**src/rtl/fpcvt_seq.sv**
```systemverilog
// fpcvt_seq: sequential 12-bit two's-complement to small floating-point
// converter. One sample at a time: take the magnitude, normalise it by
// left shifts while counting the exponent down from 7, then round the
// 4-bit significand half-up with overflow into the exponent and
// saturation at the largest code. Result value = (-1)^S * F * 2^E.
//
// Handshake: a sample transfers on a rising edge where in_valid=1 and
// in_ready=1; a result transfers on a rising edge where out_valid=1 and
// out_ready=1. in_ready is high only while idle and out_valid only while
// a result is held, so at most one sample is in flight and requests made
// while busy are dropped rather than queued.
module fpcvt_seq (
  input  logic        clk,
  input  logic        rst,
  input  logic [11:0] D,
  input  logic        in_valid,
  output logic        in_ready,
  input  logic        out_ready,
  output logic        out_valid,
  output logic        S,
  output logic [2:0]  E,
  output logic [3:0]  F
);

  typedef enum logic [2:0] {
    IDLE  = 3'd0,
    MAG   = 3'd1,
    NORM  = 3'd2,
    ROUND = 3'd3,
    DONE  = 3'd4
  } state_t;

  state_t      state_q;
  logic [11:0] d_q;
  logic [11:0] mag_q;
  logic [2:0]  cnt_q;

  logic [11:0] mag_abs;
  logic        round_bit;
  logic [3:0]  f_raw;
  logic [3:0]  f_rnd;
  logic [2:0]  e_rnd;

  // Magnitude of the captured sample; -2048 has no positive twin, so clamp it.
  always_comb begin
    mag_abs = d_q;
    if (d_q == 12'h800) begin
      mag_abs = 12'h7FF;
    end else if (d_q[11]) begin
      mag_abs = 12'h000 - d_q;
    end
  end

  // Round half-up on the first dropped bit; carry-out renormalises or saturates.
  always_comb begin
    f_raw     = mag_q[10:7];
    round_bit = (cnt_q != 3'd0) && mag_q[6];
    f_rnd     = f_raw;
    e_rnd     = cnt_q;
    if (round_bit) begin
      if (f_raw != 4'b1111) begin
        f_rnd = f_raw + 4'd1;
      end else if (cnt_q != 3'd7) begin
        f_rnd = 4'b1000;
        e_rnd = cnt_q + 3'd1;
      end else begin
        f_rnd = 4'b1111;
        e_rnd = 3'd7;
      end
    end
  end

  // Conversion FSM with registered handshake flags and result fields.
  always_ff @(posedge clk or posedge rst) begin
    if (rst) begin
      state_q   <= IDLE;
      d_q       <= 12'h000;
      mag_q     <= 12'h000;
      cnt_q     <= 3'd0;
      in_ready  <= 1'b1;
      out_valid <= 1'b0;
      S         <= 1'b0;
      E         <= 3'd0;
      F         <= 4'd0;
    end else begin
      case (state_q)
        IDLE: begin
          if (in_valid) begin
            d_q      <= D;
            S        <= D[11];
            in_ready <= 1'b0;
            state_q  <= MAG;
          end
        end
        MAG: begin
          mag_q   <= mag_abs;
          cnt_q   <= 3'd7;
          state_q <= NORM;
        end
        NORM: begin
          // Stop once the leading one sits at bit 10 or the exponent bottoms out.
          if (mag_q[10] || (cnt_q == 3'd0)) begin
            state_q <= ROUND;
          end else begin
            mag_q <= {mag_q[10:0], 1'b0};
            cnt_q <= cnt_q - 3'd1;
          end
        end
        ROUND: begin
          F         <= f_rnd;
          E         <= e_rnd;
          out_valid <= 1'b1;
          state_q   <= DONE;
        end
        DONE: begin
          // S/E/F stay put after the handshake; only the flags change.
          if (out_ready) begin
            out_valid <= 1'b0;
            in_ready  <= 1'b1;
            state_q   <= IDLE;
          end
        end
        default: begin
          out_valid <= 1'b0;
          in_ready  <= 1'b1;
          state_q   <= IDLE;
        end
      endcase
    end
  end

endmodule

```
**config.mk**
```make
export PLATFORM = sky130hd
export DESIGN_NAME = fpcvt_seq
export DESIGN_NICKNAME = d
export VERILOG_FILES = /design/src/rtl/fpcvt_seq.sv
export SDC_FILE = /design/constraint.sdc
export NUM_CORES = 1
export LEC_CHECK = 0
export BUFFER_PORTS_ARGS = -buffer_cell sky130_fd_sc_hd__buf_2
export CAP_MARGIN = 20
export CELL_PAD_IN_SITES_DETAIL_PLACEMENT = 1
export CELL_PAD_IN_SITES_GLOBAL_PLACEMENT = 1
export CORE_UTILIZATION = 30
export DETAILED_ROUTE_END_ITERATION = 16
export HOLD_SLACK_MARGIN = 0.03
export PLACE_DENSITY = 0.59
export SYNTH_ARGS = -nofsm -noshare
export SYNTH_HDL_FRONTEND = slang
export SYNTH_SLANG_ARGS = --single-unit
```
**constraint.sdc**
```tcl
create_clock -name clk -period 1.8 [get_ports clk]
set_input_delay 0.45 -clock clk [delete_from_list [all_inputs] [get_ports clk]]
set_output_delay 0.45 -clock clk [all_outputs]
set_load 0.005 [all_outputs]
```
# After elaboration in Yosys (flattened, before gate mapping)

Index checks and enable logic that the tools add are counted.

Bits in registers: 39
Latch bits: 0
RAM bits: 0
Memory bits (read-only): 0
Output and inout port bits: 10
Memories: 0

Add/sub/neg operators: 4
Multiply operators: 0
Divide/modulo/power cells: 0
$lt $le $gt $ge: 0
Equality and inequality tests: 11
Shift operators: 0
Mux-type cells: 21
Bitwise operators: 2
Reduce and logical (&&, ||, !) cells: 13

Operators by type and width:

| cell                                                 | number |
|---|---|
| 2-to-1 mux 11 bit                                    | 3 |
| 2-to-1 mux 3 bit                                     | 8 |
| one-hot mux 11 bit (2 select lines)                  | 1 |
| one-hot mux 3 bit (5 select lines)                   | 1 |
| equality test 12 bit (second input constant)         | 1 |
| subtractor 1 x 11 -> 11 bit (first input constant)   | 1 |
| 2-to-1 mux 4 bit                                     | 2 |
| != test 2 bit (second input constant)                | 4 |
| equality test 3 x 2 -> 1 bit (second input constant) | 2 |
| zero test 3 bit                                      | 2 |
| one-hot mux 1 bit (3 select lines)                   | 2 |
| one-hot mux 3 bit (2 select lines)                   | 1 |
| AND reduction 2 bit                                  | 3 |
| AND reduction 3 bit                                  | 2 |
| OR reduction 3 bit                                   | 2 |
| adder 4 x 1 -> 4 bit (second input constant)         | 1 |
| != test 4 bit (second input constant)                | 1 |
| adder 3 x 1 -> 3 bit (second input constant)         | 1 |
| equality test 3 x 1 -> 1 bit (second input constant) | 1 |
| equality test 3 bit (second input constant)          | 1 |
| 2-to-1 mux 1 bit                                     | 3 |
| != test 3 bit (second input constant)                | 1 |
| nonzero test 3 bit                                   | 1 |
| subtractor 3 x 1 -> 3 bit (second input constant)    | 1 |
| 4 further kinds                                      | 5 |

# Logic depth before layout (Yosys ltp)

Gate-level depths: netlist of run 1.

Depth after elaboration: 4
Mapped depth: 9
Depth with buffers taken out: 8

# Worst setup path before layout of run 1

No wires, ideal clock.

Path type: register -> register
Start: register cnt_q[0]
End: register mag_q[7]
Library setup time: 132 ps
Arrival time: 1713 ps
Required time: 1668 ps
Setup slack: -45 ps
Stages on the path, launching flop included: 10
Clock period less this slack: 1845 ps
Cell sequence: dfrtp_1 -> inv_1 -> ha_1 -> ha_1 -> nor2_1 -> nand3b_1 -> a21o_1 -> clkbuf_1 -> nand2_1 -> o21ai_1

Cells in the longest elaborated chain, start to end: 4

RTL lines:

| item                                 | line | text |
|---|---|---|
| start, declared                      | 36   | `logic [2:0] cnt_q;` |
| start signal, assigned               | 106  | `cnt_q <= cnt_q - 3'd1;` |
| zero test 3 bit                      | 102  | `if (mag_q[10] \|\| (cnt_q == 3'd0)) begin` |
| logical OR 1 bit                     | 102  |  |
| != test 2 bit (no source line)       | -    |  |
| AND reduction 2 bit (no source line) | -    |  |
| end signal, assigned                 | 96   | `mag_q <= mag_abs;` |
| end signal, assigned                 | 105  | `mag_q <= {mag_q[10:0], 1'b0};` |
| end, declared                        | 35   | `logic [11:0] mag_q;` |

No other way between the ends.
A chain may end at the register's enable or synchronous reset.

# Worst setup path after layout of run 1

Same ends and word-level chain as after synthesis.

==> out/qor.yml, run 1 <==
drt:
  dr.pass1.iters: 4
  via_per_inst: 4.94
  ant_nets: 0
  finalWirelength_mm: 4.57
  drt_iter0_drc: 45
  vias: 1612
  detail_route.wl_per_cell_um: 14.0
  drc: 0
layout:
  drive_gt1_share_pct: 28.1
  syn_to_final_growth_pct: 21.1
  utilization_pct: 37.8
  antennaDiodeCount: 0
  fin_nets: 269
synth:
  yosysUniqueCellTypes: 39
  synthesis.nets: 230
  yosysWarnings: 0
  synth.ff_latch_count: 38
  synth_area_mm2: 0.00199
  synth.avg_cell_area_um2: 9.54
  synth_edf_count: 0
  postSynthCellCount: 209
  synth-main-ff-cell: "dfrtp_1"
  synth-async-reset-ratio_pct: 100
  ys_seq_area_share_pct: 47.7
sta:
  whs_ns: 0.272
  timing.fmax_mhz: 605
  maxSlewViolCount: 0
  timing.final.crit_share_pct: 91.9
  skew_ns: 0.00514
  period_minus_slack_ns: 1.65
  finalHoldViolCount: 0
  finalSetupViolCount: 0
  setup_tns_ns: 0
  rsz0062_at_grt: "no"
  slew_headroom_pct: 66.7
  worstMarginPinSlew_ns: 0.499
clocking:
  cts_max_level: 2
  holdBufCountCts: 0
  cts_tree: "yes"
  clock_latency_ns: 0.29
  cts_buffer_depth: 2
  numCtsBuffers: 5
  clock_sinks: 38
  ctsRootBufferMaster: "clkbuf_8"
  clk_pin_slew_ns: 0.08
placement:
  globalplace.congestion: 0.705
  numPortBuffers: 25
  dpl.hpwl_mm: 3.35
worst_hold_path:
  hold_class: "in -> async"
critical_path:
  r2r_start: "cnt_q[0]"
  worstPathRequired_ns: 1.97
  reg2reg_slack_ns: 0.15
  crit_fanout: 15
  critPathArrivalTime_ns: 1.83
  start_kind: "flip-flop"
  rr_endpoint: "mag_q[7]"
  critical_path_class: "reg -> reg"
  rr_worst_depth: 9
  worst_setup_path_end_kind: "flip-flop"
grt:
  grt_max_degree: 39
  grt_pass1_wl_mm: 8.02
  grt_use_total_pct: 14.4
  antenna_found_initial: 0
  grt_overflow: 0
  first_global_vias: 1681
outcome:
  status: "completed"
power:
  ir_worst_vdd_uv: 617
  powerDensity_mw_per_mm2: 1930
  leakagePower_nw: 1.10
  power.total_w: 0.00465
floorplan:
  initial_utilization_pct: 31.2
  die-width_um: 83.5
  rows: 29
  boundaryPins: 26
  coreArea_mm2: 0.00639
  dieArea_mm2: 0.00698
  chipHeight_um: 83.5
flow_run:
  max-cap-violations: 0
placed cells by master (no fill, tap or decap), types with 3 or more instances in the layout:
cell type,instances
nand3b_1,4
buf_2,25
buf_4,14
nor2_1,14
o21ai_0,15
nand2_1,29
a21oi_1,11
mux2_2,9
nor3_1,5
inv_1,8
xor2_1,4
nand2b_1,3
a31oi_1,6
xnor2_1,3
clkbuf_8,6
nand3_1,5
o22ai_1,9
o31ai_1,3
dfrtp_1,37
ha_1,4
o21ai_1,7
nor2_2,3
power breakdown:
group | total (W) | internal [W] | switching, W
clock network | 0.000615 | 0.000309 | 0.000306
registers | 0.00175 | 0.00128 | 0.000478
logic | 0.00228 | 0.00110 | 0.00118
total | 0.00465 | 0.00269 | 0.00196
Yosys cell counts (all sizes together), types with 3 or more instances:
cell type	instances	area [µm²]
dfrtp	37	926
nand2	30	120
o21ai	23	126
nor2	17	66.3
a21oi	12	60.1
mux2	9	101
o22ai	9	56.3
inv	8	30.0
a31oi	6	37.5
ha	5	62.6
nand3	5	25.0
nor3	5	25.0
buf	4	20.0
clkbuf	4	15.0
nand3b	4	30.0
xor2	4	35.0
a211oi	3	27.5
nand2b	3	18.8
nor4	3	48.8
o31ai	3	22.5
xnor2	3	26.3
registers in the layout (all words and copies together), names as in the netlist:
signal and flops:
cnt_q 3, state_q 3, E 3, d_q 11, in_ready 1, F 4, mag_q 11, S 1
out_valid 1
worst max-delay path, cell delays in order, from the launching register on:
cell      delay, ns
dfrtp_1        0.35
inv_1          0.04
ha_1           0.19
ha_2           0.18
nor2_2         0.11
nand3b_1       0.13
a21o_1         0.25
buf_12         0.16
nand2_1        0.06
o21ai_1        0.06
how the worst max path moves through the flow:
stage / slack [ns] / cells past startpoint / endpoint / from
floorplan: 0.02 / 8 / mag_q[9] / cnt_q[0]
global placement: 0.15 / 5 / mag_q[9] / d_q[7]
detailed placement: 0.12 / 9 / mag_q[7] / cnt_q[0]
CTS: 0.09 / 9 / mag_q[7] / cnt_q[0]
global route: 0.02 / 9 / mag_q[7] / cnt_q[0]
finish: 0.15 / 9 / mag_q[7] / cnt_q[0]
final cells by class:
class	count	area [µm²]
multi-input cells	155	995
clock inverters	1	5.00
fillers	762	3970
repair buffers	40	250
flip-flops and latches	38	952
well taps	77	96.3
inverters	8	30.0
clock buffers	7	86.3
logic make-up after synthesis:
family | synth area share (%)
simple gates | 18.9
compound gates | 18.3
flops | 47.7
buf+inv | 3.26
mux | 5.58
xor+xnor | 3.07
fa+ha+maj | 3.14
repair_timing:
| action | in CTS | in global routing |
|---|---|---|
| gates resized for setup | 0 | 4 |
| hold endpoints to repair | 0 | 0 |
| buffers inserted | 0 | 1 |
| endpoints found under the setup margin | 0 | 13 |
metal layers:
layer | share of wire [%] | GRT usage, % | wire [µm]
met1 | 49 | 18.5 | 2250
met2 | 46 | 23.7 | 2100
met3 | 3.2 | 3.26 | 146
met4 | 1.5 | 5.08 | 70
met5 | 0 | 0 | 0
through the flow:
step / area [µm²] / setup slack, ns / instances
4_1_cts: 2390 / 0.0917 / 325
3_3_place_gp: 2300 / 0.147 / 317
6_report: 2410 / 0.146 / 326
2_1_floorplan: 2000 / 0.0160 / 209
5_1_grt: 2410 / 0.0178 / 326
3_5_place_dp: 2300 / 0.116 / 317
(Power assumes the default switching activity.)
==> run 2, diff against run 1 <==
- CORE_MARGIN: not set -> 1.5
- CORE_UTILIZATION: 30 -> 25
- PLACE_DENSITY: 0.59 -> 0.51
==> run 2 against run 1 <==
Against the previous run: core utilization shrank 5.9 points; clock power shrank 1%; register-to-register slack lost 0.02 ns; routed wire length grew 4.2%; count of clock-buffer cells in the layout is the same; flip-flop and latch count is the same; final cell count grew 8.6%; maximum frequency shrank 1.3%; largest cell class unchanged.
==> out/qor.yml, run 2 (synthesized netlist as in run 1, its figures left out) <==
clocking:
  numCtsBuffers: 5  # unchanged
  ctsRootBufferMaster: "clkbuf_8"
  clock_sinks: 38  # unchanged
  cts_buffer_depth: 2  # unchanged
  clk_pin_slew_ns: 0.07  # about the same
  cts_setup_buffers: 0  # unchanged
  cts_max_level: 2  # unchanged
  clock_latency_ns: 0.29  # about the same
  cts_tree: "yes"
floorplan:
  rows: 32  # +10%
  initial_utilization_pct: 25.8  # -5.4 points
  boundaryPins: 26  # unchanged
  dieArea_mm2: 0.00852  # +22%
  coreArea_mm2: 0.00773  # +21%
  chipHeight_um: 92.3  # +11%
  die-width_um: 92.3  # +11%
drt:
  finalWirelength_mm: 4.76  # +4.2%
  via_per_inst: 4.62  # -6.5%
  vias: 1637  # +1.6%
  drt_iter0_drc: 36  # -20%
  dr.pass1.iters: 4  # unchanged
  drc: 0  # unchanged
  detail_route.wl_per_cell_um: 13.4  # -4.0%
  ant_nets: 0  # unchanged
critical_path:
  start_kind: "flip-flop"
  critPathArrivalTime_ns: 1.89  # +0.06 ns
  path_delay_family: "compound AO/OA/AOI/OAI gates"
  worst_path_largest_cell_delay_ns: 0.35  # about the same
  critical_path_class: "reg -> reg"
  reg2reg_slack_ns: 0.12  # -0.02 ns
  cp_cell_sequence: "inv_1, ha_1, ha_2, nor2_2, nand3b_1, a21o_1, buf_2, o21ai_1"
  crit_buf_inv: 2  # unchanged
  crit_path_top_delay_cell: "dfrtp_1"
  worstPathRequired_ns: 2.01  # +0.04 ns
  crit_fanout: 7  # -8
  worst_setup_path_end_kind: "flip-flop"
sta:
  skew_ns: 0.00414  # -0.000997 ns
  finalHoldViolCount: 0  # unchanged
  slew_headroom_pct: 69.0  # +2.3 points
  timing.fmax_mhz: 597  # -1.3%
  period_minus_slack_ns: 1.68  # +0.0226 ns
  finalSetupViolCount: 0  # unchanged
  maxSlewViolCount: 0  # unchanged
  timing.final.crit_share_pct: 93.1  # +1.3 points
  worstMarginPinSlew_ns: 0.464  # -0.0357 ns
  whs_ns: 0.206  # -0.0661 ns
  setup_tns_ns: 0  # unchanged
  rsz0062_at_grt: "no"
grt:
  antenna_found_initial: 0  # unchanged
  grt_use_total_pct: 12.0  # -2.4 points
  grt_max_degree: 39  # unchanged
  grt_pass1_wl_mm: 8.10  # +1.0%
  grt_overflow: 0  # unchanged
  first_global_vias: 1646  # -2.1%
layout:
  syn_to_final_growth_pct: 23.7
  multi_input_area_um2: 992  # -0.25%
  layout_commonest_cell: "dfrtp_1"
  drive_gt1_share_pct: 28.6  # +0.46 points
  fin_nets: 272  # +1.1%
  fill_cells: 907  # +19%
  antennaDiodeCount: 0  # unchanged
  layout_common_cells: "dfrtp_1 (37), nand2_1 (29), buf_2 (26)"
  ff_latch_area_um2: 952  # unchanged
  reg.largest.list: "d_q x11, mag_q x11, F x4"
outcome:
  status: "completed"
flow_run:
  max-cap-violations: 0  # unchanged
power:
  leakagePower_nw: 1.11  # +1.3%
  powerDensity_mw_per_mm2: 1890  # -1.8%
  ir_worst_vdd_uv: 611  # -0.97%
placement:
  dpl.hpwl_mm: 3.50  # +4.4%
  globalplace.congestion: 0.743  # +5.4%
  numPortBuffers: 25  # unchanged
worst_hold_path:
  hold_class: "in -> async"
==> run 2: cell types whose count changed in the layout (fill, tap and decap cells not counted) <==
cell    previous run  this run
buf_2             25        26
buf_4             14        15
buf_6              0         1
nor2_1            14        15
nor2_2             3         2
==> run 2: report_power, final <==
part | switching, W | leakage [nW] | total, W | internal [W]
registers | 0.000412 | 0.450 | 0.00169 | 0.00128
clock network | 0.000299 | 0.0482 | 0.000609 | 0.000309
logic | 0.00126 | 0.617 | 0.00237 | 0.00111
total | 0.00197 | 1.11 | 0.00467 | 0.00270
==> run 2: cell type report <==
type,count,share of cell area [%]
multi-input combinational,155,40.2
sequential,38,38.6
timing repair buffer,43,11.1
tap,102,5.17
clock buffer,7,3.50
inverter,8,1.22
clock inverter,1,0.203
==> run 2: metrics by stage <==
stage	instance area, µm²	setup slack (ns)	std cells	total power [W]	util, %
global placement	2350	0.108	345	0.00401	30.5
detailed placement	2350	0.0881	345	0.00406	30.5
CTS	2450	0.0504	353	0.00471	31.7
global route	2470	0.00210	354	0.00512	31.9
floorplan	2000	0.0160	209	0.00324	-
finish	2470	0.124	354	0.00467	31.9
==> run 2: path summary, 6_finish.rpt <==
| kind | start | endpoint | cells after the start |
|---|---|---|---|
| setup / recovery | cnt_q[0] | mag_q[8] | 8 |
| hold / removal | rst | F[0] | 3 |
| setup reg to reg | cnt_q[0] | mag_q[8] | 8 |
| hold reg to reg | E[2] | E[2] | 2 |
| max in group asynchronous | rst | in_ready | 3 |
| min in group clk | D[1] | d_q[1] | 3 |
==> run 2: metal layers <==
layer	vias to the layer above	GRT usage, %	share of wire (%)
li1	829	-	-
met1	774	16.7	50
met2	29	18.4	45
met3	5	2.87	3.8
met4	0	3.46	0.86
met5	-	0	0
==> run 2: repair_timing <==
| action | 4_1_cts | 5_1_grt |
|---|---|---|
| gates resized for setup | 0 | 4 |
| setup endpoints to repair | 0 | 14 |
| hold buffers | 0 | 0 |
==> run 2: tightest hold or removal path, stage by stage <==
cell	delay, ns
buf_2	0.09
inv_1	0.08
buf_12	0.23
